## src/rtl/hamming_secded_if.sv

```systemverilog
// Valid/ready stream bundle for the SECDED decoder: codeword in, corrected word out.
// master is the environment side (producer + consumer), slave is the decoder.
interface hamming_secded_if #(
  parameter int DATA_W = 4,
  parameter int PAR_W  = 3
);
  localparam int N = DATA_W + PAR_W + 1;

  logic              in_valid;
  logic              in_ready;
  logic [N-1:0]      in_code;
  logic              out_valid;
  logic              out_ready;
  logic [DATA_W-1:0] out_data;
  logic              out_err_single;
  logic              out_err_double;
  logic [PAR_W-1:0]  out_syndrome;

  modport master (
    output in_valid, in_code, out_ready,
    input  in_ready, out_valid, out_data, out_err_single, out_err_double, out_syndrome
  );

  modport slave (
    input  in_valid, in_code, out_ready,
    output in_ready, out_valid, out_data, out_err_single, out_err_double, out_syndrome
  );
endinterface

```

## src/rtl/hamming_secded_decoder.sv

```systemverilog
// Two-stage pipelined Hamming SECDED decoder with valid/ready streams and
// saturating counters of corrected and uncorrectable words.
module hamming_secded_decoder #(
  parameter int DATA_W = 4,
  parameter int PAR_W  = 3,
  parameter int CNT_W  = 16
) (
  input  logic                 clk,
  input  logic                 rst_n,
  hamming_secded_if.slave      bus,
  input  logic                 clr_cnt,
  output logic [CNT_W-1:0]     corr_cnt,
  output logic [CNT_W-1:0]     uncorr_cnt
);
  localparam int          N        = DATA_W + PAR_W + 1;
  localparam int unsigned LAST_POS = N - 1;

  // Hamming position (1-based) of data bit j: the j-th non-power-of-two position.
  function automatic int data_pos(input int j);
    int res;
    int cnt;
    res = 0;
    cnt = 0;
    for (int pos = 1; pos < N; pos++) begin
      if ((pos & (pos - 1)) != 0) begin
        if (cnt == j) res = pos;
        cnt++;
      end
    end
    return res;
  endfunction

  function automatic logic [CNT_W-1:0] sat_inc(input logic [CNT_W-1:0] c);
    return (&c) ? c : c + CNT_W'(1);
  endfunction

  logic adv;
  logic hs;

  assign adv         = ~bus.out_valid | bus.out_ready;
  assign bus.in_ready = adv & rst_n;
  assign hs          = bus.out_valid & bus.out_ready;

  // ---- stage 0: syndrome and overall parity of the incoming codeword ----
  logic [PAR_W-1:0] syn_p0;
  logic             par_p0;

  always_comb begin
    syn_p0 = '0;
    for (int k = 0; k < PAR_W; k++) begin
      for (int i = 0; i < N - 1; i++) begin
        if ((((i + 1) >> k) & 1) != 0) syn_p0[k] = syn_p0[k] ^ bus.in_code[i];
      end
    end
    par_p0 = ^bus.in_code;
  end

  // ---- stage 1 registers ----
  logic             vld_p1;
  logic [N-1:0]     code_p1;
  logic [PAR_W-1:0] syn_p1;
  logic             par_p1;

  always_ff @(posedge clk) begin
    if (!rst_n)   vld_p1 <= 1'b0;
    else if (adv) vld_p1 <= bus.in_valid;
  end

  always_ff @(posedge clk) begin
    if (adv) begin
      code_p1 <= bus.in_code;
      syn_p1  <= syn_p0;
      par_p1  <= par_p0;
    end
  end

  // ---- stage 1 -> 2: classify, correct, extract data ----
  logic [N-1:0]      flip_mask_p1;
  logic [N-1:0]      fixed_p1;
  logic [DATA_W-1:0] data_p1;
  logic              single_p1;
  logic              double_p1;

  always_comb begin
    single_p1    = 1'b0;
    double_p1    = 1'b0;
    flip_mask_p1 = '0;
    if (syn_p1 == '0) begin
      single_p1 = par_p1;
    end else if (par_p1 && (32'(syn_p1) <= LAST_POS)) begin
      single_p1 = 1'b1;
      for (int i = 0; i < N - 1; i++) flip_mask_p1[i] = (syn_p1 == PAR_W'(i + 1));
    end else begin
      // Even parity with a nonzero syndrome, or a syndrome past the word end.
      double_p1 = 1'b1;
    end
    fixed_p1 = code_p1 ^ flip_mask_p1;
    data_p1  = '0;
    for (int j = 0; j < DATA_W; j++) data_p1[j] = fixed_p1[data_pos(j) - 1];
  end

  // ---- stage 2 registers: the out_* ports ----
  always_ff @(posedge clk) begin
    if (!rst_n) begin
      bus.out_valid      <= 1'b0;
      bus.out_data       <= '0;
      bus.out_err_single <= 1'b0;
      bus.out_err_double <= 1'b0;
      bus.out_syndrome   <= '0;
    end else if (adv) begin
      bus.out_valid      <= vld_p1;
      bus.out_data       <= data_p1;
      bus.out_err_single <= single_p1;
      bus.out_err_double <= double_p1;
      bus.out_syndrome   <= syn_p1;
    end
  end

  always_ff @(posedge clk) begin
    if (!rst_n) begin
      corr_cnt   <= '0;
      uncorr_cnt <= '0;
    end else if (clr_cnt) begin
      corr_cnt   <= '0;
      uncorr_cnt <= '0;
    end else if (hs) begin
      if (bus.out_err_single) corr_cnt   <= sat_inc(corr_cnt);
      if (bus.out_err_double) uncorr_cnt <= sat_inc(uncorr_cnt);
    end
  end
endmodule

```

## src/flat_wrapper.sv

```systemverilog
// flat-port wrapper written by rule: the top's interface ports become plain ports
module hamming_secded_decoder_flat 
#(
  parameter int DATA_W = 4,
  parameter int PAR_W  = 3,
  parameter int CNT_W  = 16
)
  (clk, rst_n, clr_cnt, corr_cnt, uncorr_cnt, bus_in_valid, bus_in_code, bus_out_ready, bus_in_ready, bus_out_valid, bus_out_data, bus_out_err_single, bus_out_err_double, bus_out_syndrome);
  hamming_secded_if #(.DATA_W(DATA_W), .PAR_W(PAR_W)) bus_i ();
  input  logic clk;
  input  logic rst_n;
  input  logic clr_cnt;
  output logic [CNT_W-1:0] corr_cnt;
  output logic [CNT_W-1:0] uncorr_cnt;
  input wire logic [$bits(bus_i.in_valid)-1:0] bus_in_valid;
  input wire logic [$bits(bus_i.in_code)-1:0] bus_in_code;
  input wire logic [$bits(bus_i.out_ready)-1:0] bus_out_ready;
  output wire logic [$bits(bus_i.in_ready)-1:0] bus_in_ready;
  output wire logic [$bits(bus_i.out_valid)-1:0] bus_out_valid;
  output wire logic [$bits(bus_i.out_data)-1:0] bus_out_data;
  output wire logic [$bits(bus_i.out_err_single)-1:0] bus_out_err_single;
  output wire logic [$bits(bus_i.out_err_double)-1:0] bus_out_err_double;
  output wire logic [$bits(bus_i.out_syndrome)-1:0] bus_out_syndrome;
  assign bus_i.in_valid = bus_in_valid;
  assign bus_i.in_code = bus_in_code;
  assign bus_i.out_ready = bus_out_ready;
  assign bus_in_ready = bus_i.in_ready;
  assign bus_out_valid = bus_i.out_valid;
  assign bus_out_data = bus_i.out_data;
  assign bus_out_err_single = bus_i.out_err_single;
  assign bus_out_err_double = bus_i.out_err_double;
  assign bus_out_syndrome = bus_i.out_syndrome;
  hamming_secded_decoder #(.DATA_W(DATA_W), .PAR_W(PAR_W), .CNT_W(CNT_W)) u_core (.clk(clk), .rst_n(rst_n), .bus(bus_i), .clr_cnt(clr_cnt), .corr_cnt(corr_cnt), .uncorr_cnt(uncorr_cnt));
endmodule
```

## config.mk

```make
export PLATFORM = sky130hd
export DESIGN_NAME = hamming_secded_decoder_flat
export DESIGN_NICKNAME = d
export VERILOG_FILES = /design/src/rtl/hamming_secded_if.sv /design/src/rtl/hamming_secded_decoder.sv /design/src/flat_wrapper.sv
export SDC_FILE = /design/constraint.sdc
export NUM_CORES = 1
export LEC_CHECK = 0
export CORE_ASPECT_RATIO = 1.5
export CORE_MARGIN = 3
export CORE_UTILIZATION = 50
export DETAILED_ROUTE_END_ITERATION = 10
export PLACE_DENSITY = 0.89
export SKIP_LAST_GASP = 1
export SYNTH_ARGS = -nofsm -noshare
export SYNTH_HDL_FRONTEND = slang
export SYNTH_SLANG_ARGS = --single-unit
```

## constraint.sdc

```tcl
create_clock -name clk -period 3.5 [get_ports clk]
set_clock_uncertainty 0.15 [all_clocks]
set_input_delay 0.7 -clock clk [delete_from_list [all_inputs] [get_ports clk]]
set_output_delay 0.7 -clock clk [all_outputs]
set_load 0.03 [all_outputs]
```

==> flow_summary_export.csv, run 1 <==
group,metric,value,unit
cts,cts_buffers,5,
cts,post_cts_buffers,0,
worst_setup_path,worst_r2r_path_depth,5,
synthesis,syn_nets,295,
timing,timing.fmax,0.336,GHz
power,p_switching,0.000312,W
synthesis,syn_area_per_cell,9.13,sq um
flow_run,max-cap-violations,0,
detailed_routing,viasPerCell,5.82,
synthesis,synth_top_area_share,33.7,%
cts,cts-root-buf,"clkbuf_8",
power,power_density,370,nW/um^2
die,die_w,64.4,microns
run_status,status,"completed",
timing,tns,0,ns
final_layout,nNetsFinal,352,
worst_setup_path,startpoint,"bus_out_ready",
timing,hold_viol,0,
worst_setup_path,r2r-end,"u_core.corr_cnt[10]",
synthesis,synthTopCellsByArea,"dfxtp_1 34%, edfxtp_1 9.4%, nand2_1 6.5%",
grt,grt_pass1_wl,9490,microns
power,leakage,1.07,nW
timing,tightest_slew,0.740,ns
detailed_routing,drtAntennaViolNets,0,
die,dieArea,6030,sq um
detailed_routing,wl_per_cell,13.9,microns
power,clockPowerShare,30.3,%
worst_setup_path,path_class,"primary input to output port",
placement,hpwl,4120,microns
timing,setup_slack,0.527,ns
timing,slew_headroom,50.7,%
final_layout,antenna_cells,0,
synthesis,synth.most_common_cell,"nand2_1",
cts,postCtsResizedCells,0,
synthesis,ys_ff_latch,51,
power,internal_power,0.000898,W
die,row_count,31,
timing,maxSlewViolCount,0,
placement,post-place-ws,0.523,ns
power,power_frac_comb,14.8,%
placement,gp_congestion,0.790,
timing,rsz0062_at_grt,"no",
grt,grt_usage,19.5,%
synthesis,synth_cell_types,48,
timing,setup_violations,0,
synthesis,yosys_warnings,0,
worst_setup_path,crit_path_end,"bus_in_ready",
worst_setup_path,cp_data_arrival_time,2.12,ns
detailed_routing,drtIter0Drc,173,
power,pwr-share-seq,54.9,%
grt,grt_pass1_vias,2196,
detailed_routing,drt_pass1_iterations,4,
cts,hold_buffers,0,
cts,clock_latency,0.30,ns
grt,antenna_found_initial,0,
worst_setup_path,required,2.65,ns
die,start_util,52.3,%
synthesis,synthArstFlopShare,0,%
grt,overflow,0,
worst_setup_path,crit_fanout,4,
power,swShare,25.8,%
cts,clkSlewWorstSetupHoldPaths,0.08,ns
detailed_routing,vias,2350,
final_layout,syn2layout_area_growth,27.8,%
worst_setup_path,crit_path_end_kind,"output port",
worst_setup_path,ff2ff_setup_slack,1.41,ns
synthesis,ys.flop_type,"dfxtp_1",
placement,port_buffers,55,
cts,clk_path_buf_depth,2,
power,peakVddDrop,0.000304,V
die,ios,56,
synthesis,synth.yosys.seq_area_share,43.1,%
detailed_routing,remaining_drc_errors,0,
cts,cts_tree,"done",
detailed_routing,wl,5610,microns
timing,min_period,2.97,ns
synthesis,netlist_area,2560,sq um
worst_setup_path,cp-start-kind,"primary input",
synthesis,synth_edf_count,8,
worst_setup_path,r2r_start,"u_core.corr_cnt[0]",
final_layout,layout-drive-gt1-share,5.92,%
synthesis,synth_commonest_cells,"44 x nand2_1, 43 x dfxtp_1, 23 x a21oi_1",
die,die_h,93.6,microns
timing,min_period_over_period,85.0,%
die,core_area,4890,sq um
cts,h-tree-depth,2,
synthesis,yosysTopAreaCell,"dfxtp_1",
synthesis,syn-instance-count,280,
grt,grt_max_degree,26,
cts,cts_sinks,51,
min_path,hold_class,"register to register",
-- worst max-delay path: stages --
cell and delay [ns]:
clkdlybuf4s50_1 0.51, nor2b_1 0.07, inv_1 0.06, and2_1 0.12
clkdlybuf4s50_1 0.66
-- kinds of logic (layout without fill, tap and decap cells) --
family                     Yosys count  in the layout  synth area share (%)
and+or+nand+nor                    121            121                  26.1
AOI/OAI and AO/OA                   67             67                  18.1
DFF                                 51             51                  43.1
xor gates and xnor gates            16             16                  5.48
buffers and inverters               15             73                  3.18
muxes                                8              8                  3.13
adders and majority gates            2              2                 0.978
-- worst min path at each step --
stage	startpoint	depth (start not counted)	endpoint	slack, ns
detailed placement	u_core.vld_p1	1	u_core.bus.out_valid	0.31
finish	u_core.vld_p1	2	u_core.vld_p1	0.33
global placement	u_core.vld_p1	2	u_core.vld_p1	0.30
global route	u_core.vld_p1	1	u_core.bus.out_valid	0.34
floorplan	u_core.vld_p1	1	u_core.bus.out_valid	0.29
CTS	u_core.bus.out_syndrome[0]	2	u_core.bus.out_syndrome[0]	0.33
-- registers in the layout, indices dropped and copies added, names as in the netlist, 3 cells and up --
signal	count
u_core.bus.out_syndrome	3
u_core.syn_p1	3
u_core.code_p1	4
u_core.bus.out_data	4
u_core.uncorr_cnt	16
u_core.corr_cnt	16
-- placed cells by master, fill, tap and decap left out, types with 4 or more instances in the layout --
cell,count
o31ai_1,7
clkdlybuf4s50_1,55
nand2_1,44
dfxtp_1,43
a211oi_1,4
nor3_1,8
and4_1,5
nand2b_1,7
or4_1,7
o211a_1,4
clkbuf_8,7
nor2_1,4
a21boi_0,6
a21oi_1,23
xor2_1,6
nand4_1,7
and3_1,5
nand3_1,13
edfxtp_1,8
mux2i_1,8
o21ai_0,7
a2111o_1,4
xnor2_1,10
inv_1,4
buf_4,6
-- stage by stage --
stage | hold WS (ns) | instance area, sq um | power [W] | utilization (%) | cells
6_report | 0.326 | 3270 | 0.00121 | 66.9 | 404
5_1_grt | 0.340 | 3270 | 0.00126 | 66.9 | 404
4_1_cts | 0.327 | 3270 | 0.00122 | 66.9 | 404
3_5_place_dp | 0.314 | 3170 | 0.000857 | 64.8 | 396
3_3_place_gp | 0.300 | 3170 | 0.000851 | 64.8 | 396
2_1_floorplan | 0.291 | 2560 | 0.000783 | - | 280
-- area by class of cell --
type                            count  area, sq um
Multi-Input combinational cell    214         1380
Fill cell                         404         1620
Inverter                            4         15.0
Clock buffer                        8          100
Sequential cell                    51         1100
Timing Repair Buffer               61          596
Tap cell                           66         82.6
-- power by group through the flow --
stage	clock network [W]	registers, W	logic (W)
floorplan	0	0.000703	0.0000795
global placement	0	0.000676	0.000175
detailed placement	0	0.000677	0.000180
CTS	0.000373	0.000664	0.000181
global route	0.000399	0.000671	0.000193
finish	0.000367	0.000665	0.000179
-- routing by layer --
layer / routed length (microns) / track usage, %
met4: 99 / 9.17
met1: 2200 / 21.6
met5: 0 / 0
met3: 290 / 3.73
met2: 3020 / 35.2
Note: power is estimated with default switching activity, not from simulation.
==> run 2: changes to the inputs <==
==> constraint.sdc (replaced) <==
create_clock -name clk -period 3.05 [get_ports clk]
set_clock_uncertainty 0.15 [all_clocks]
set_input_delay 0.61 -clock clk [delete_from_list [all_inputs] [get_ports clk]]
set_output_delay 0.61 -clock clk [all_outputs]
set_load 0.03 [all_outputs]
==> flow_summary_export.csv, run 2 (synthesized netlist as in run 1, its figures left out) <==
group,metric,value,unit
run_status,status,"completed",
worst_setup_path,worst_r2r_path_depth,5,
cts,cts-root-buf,"clkbuf_8",
timing,slew_headroom,47.3,%
worst_setup_path,ff2ff_setup_slack,0.95,ns
power,p_total,0.00136,W
final_layout,layout-drive-gt1-share,6.19,%
power,clockPowerShare,28.5,%
detailed_routing,drtAntennaViolNets,0,
final_layout,nNetsFinal,353,
min_path,holdPathStages,2,
final_layout,final_cell_mix,"55 x clkdlybuf4s50_1, 44 x nand2_1, 43 x dfxtp_1, 23 x a21oi_1, 13 x nand3_1",
flow_run,max-cap-violations,0,
final_layout,mostFrequentLayoutCell,"clkdlybuf4s50_1",
final_layout,antenna_cells,0,
cts,cts_tree,"done",
worst_setup_path,crit_fanout,4,
timing,timing.fmax,0.357,GHz
die,row_count,31,
cts,hold_buffers,0,
power,internal_power,0.000983,W
timing,setup_slack,0.249,ns
min_path,hold_class,"register to register",
power,p_switching,0.000375,W
power,power_density,416,nW/um^2
worst_setup_path,cp_data_arrival_time,2.04,ns
timing,maxSlewViolCount,0,
die,core_area,4890,sq um
detailed_routing,drt_pass1_iterations,4,
grt,grt_pass1_vias,2255,
grt,overflow,0,
timing,min_period,2.80,ns
die,ios,56,
placement,gp_congestion,0.830,
worst_setup_path,required,2.29,ns
power,leakage,1.07,nW
timing,setup_violations,0,
grt,grt_pass1_wl,9850,microns
die,die_w,64.4,microns
detailed_routing,wl_per_cell,14.5,microns
worst_setup_path,cp-start-kind,"primary input",
timing,rsz0062_at_grt,"no",
detailed_routing,viasPerCell,5.89,
detailed_routing,remaining_drc_errors,0,
power,power_frac_comb,15.2,%
timing,hold_viol,0,
worst_setup_path,crit_path_end_kind,"output port",
detailed_routing,vias,2384,
cts,clock_latency,0.31,ns
worst_setup_path,r2r_start,"u_core.corr_cnt[1]",
detailed_routing,drtIter0Drc,228,
worst_setup_path,r2r-end,"u_core.corr_cnt[10]",
timing,min_period_over_period,91.8,%
placement,hpwl,4290,microns
die,dieArea,6030,sq um
worst_setup_path,startpoint,"bus_out_ready",
die,die_h,93.6,microns
placement,port_buffers,55,
power,swShare,27.6,%
placement,post-place-ws,0.238,ns
die,start_util,52.3,%
cts,cts_sinks,51,
timing,tightest_slew,0.791,ns
power,peakVddDrop,0.000345,V
cts,cts_buffers,5,
detailed_routing,wl,5890,microns
worst_setup_path,crit_path_end,"bus_in_ready",
final_layout,syn2layout_area_growth,27.7,%
cts,h-tree-depth,2,
cts,post_cts_buffers,0,
grt,antenna_found_initial,0,
cts,clkSlewWorstSetupHoldPaths,0.09,ns
final_layout,largestRegisters,"u_core.corr_cnt (16), u_core.uncorr_cnt (16)",
cts,postCtsResizedCells,0,
grt,grt_usage,20.3,%
worst_setup_path,path_class,"primary input to output port",
power,pwr-share-seq,56.2,%
grt,grt_max_degree,26,
cts,clk_path_buf_depth,2,
timing,tns,0,ns
==> run 2: cell type report <==
cell class	count	area, sq um
clock buffer	5	68.8
inverter	4	15.0
timing repair buffer	62	603
tap	66	82.6
clock inverter	3	20.0
fill	419	1620
sequential	51	1100
multi-input combinational	214	1380
==> run 2: power groups by stage <==
stage                     clock network, W  registers, W   logic, W
after floorplan                          0      0.000807  0.0000912
after global placement                   0      0.000776   0.000201
after detailed placement                 0      0.000779   0.000207
after CTS                         0.000399      0.000764   0.000208
after global routing              0.000422      0.000771   0.000224
final                             0.000387      0.000764   0.000207
==> run 2: per-layer routing <==
metal / track usage, % / vias up / wire length [microns]
met3: 5.41 / 14 / 341
met2: 35.5 / 82 / 3040
met1: 22.2 / 1117 / 2310
met4: 10.6 / 0 / 193
met5: 0 / - / 0
li1: - / 1171 / -
==> run 2: worst min path at each step <==
stage | start | endpoint | slack, ns
after global placement | u_core.vld_p1 | u_core.vld_p1 | 0.30
after detailed placement | u_core.vld_p1 | u_core.vld_p1 | 0.31
after CTS | u_core.vld_p1 | u_core.vld_p1 | 0.32
after floorplan | u_core.vld_p1 | u_core.bus.out_valid | 0.29
after global routing | u_core.vld_p1 | u_core.vld_p1 | 0.35
final | u_core.vld_p1 | u_core.vld_p1 | 0.32
==> run 2: critical path, cell delays in order <==
cell and delay [ns]:
clkdlybuf4s50_1 0.51, nor2b_1 0.07, inv_1 0.06, and2_1 0.12
clkdlybuf4s50_1 0.66
==> run 2: per-stage QoR <==
stage / cell area [sq um] / hold slack [ns] / instances / util (%)
after detailed placement: 3180 / 0.305 / 397 / 65.0
after global placement: 3180 / 0.301 / 397 / 65.0
after floorplan: 2560 / 0.291 / 280 / -
after global routing: 3270 / 0.348 / 405 / 66.8
after CTS: 3270 / 0.319 / 405 / 66.8
final: 3270 / 0.318 / 405 / 66.8
==> run 3: changes to the inputs <==
--- a/config.mk
+++ b/config.mk
@@ -5,6 +5,7 @@
 export SDC_FILE = /design/constraint.sdc
 export NUM_CORES = 1
 export LEC_CHECK = 0
+export CAP_MARGIN = 20
 export CORE_ASPECT_RATIO = 1.5
 export CORE_MARGIN = 3
 export CORE_UTILIZATION = 50
==> results of run 3 <==
Final layout, timing and power as in run 2 (identical DEF).
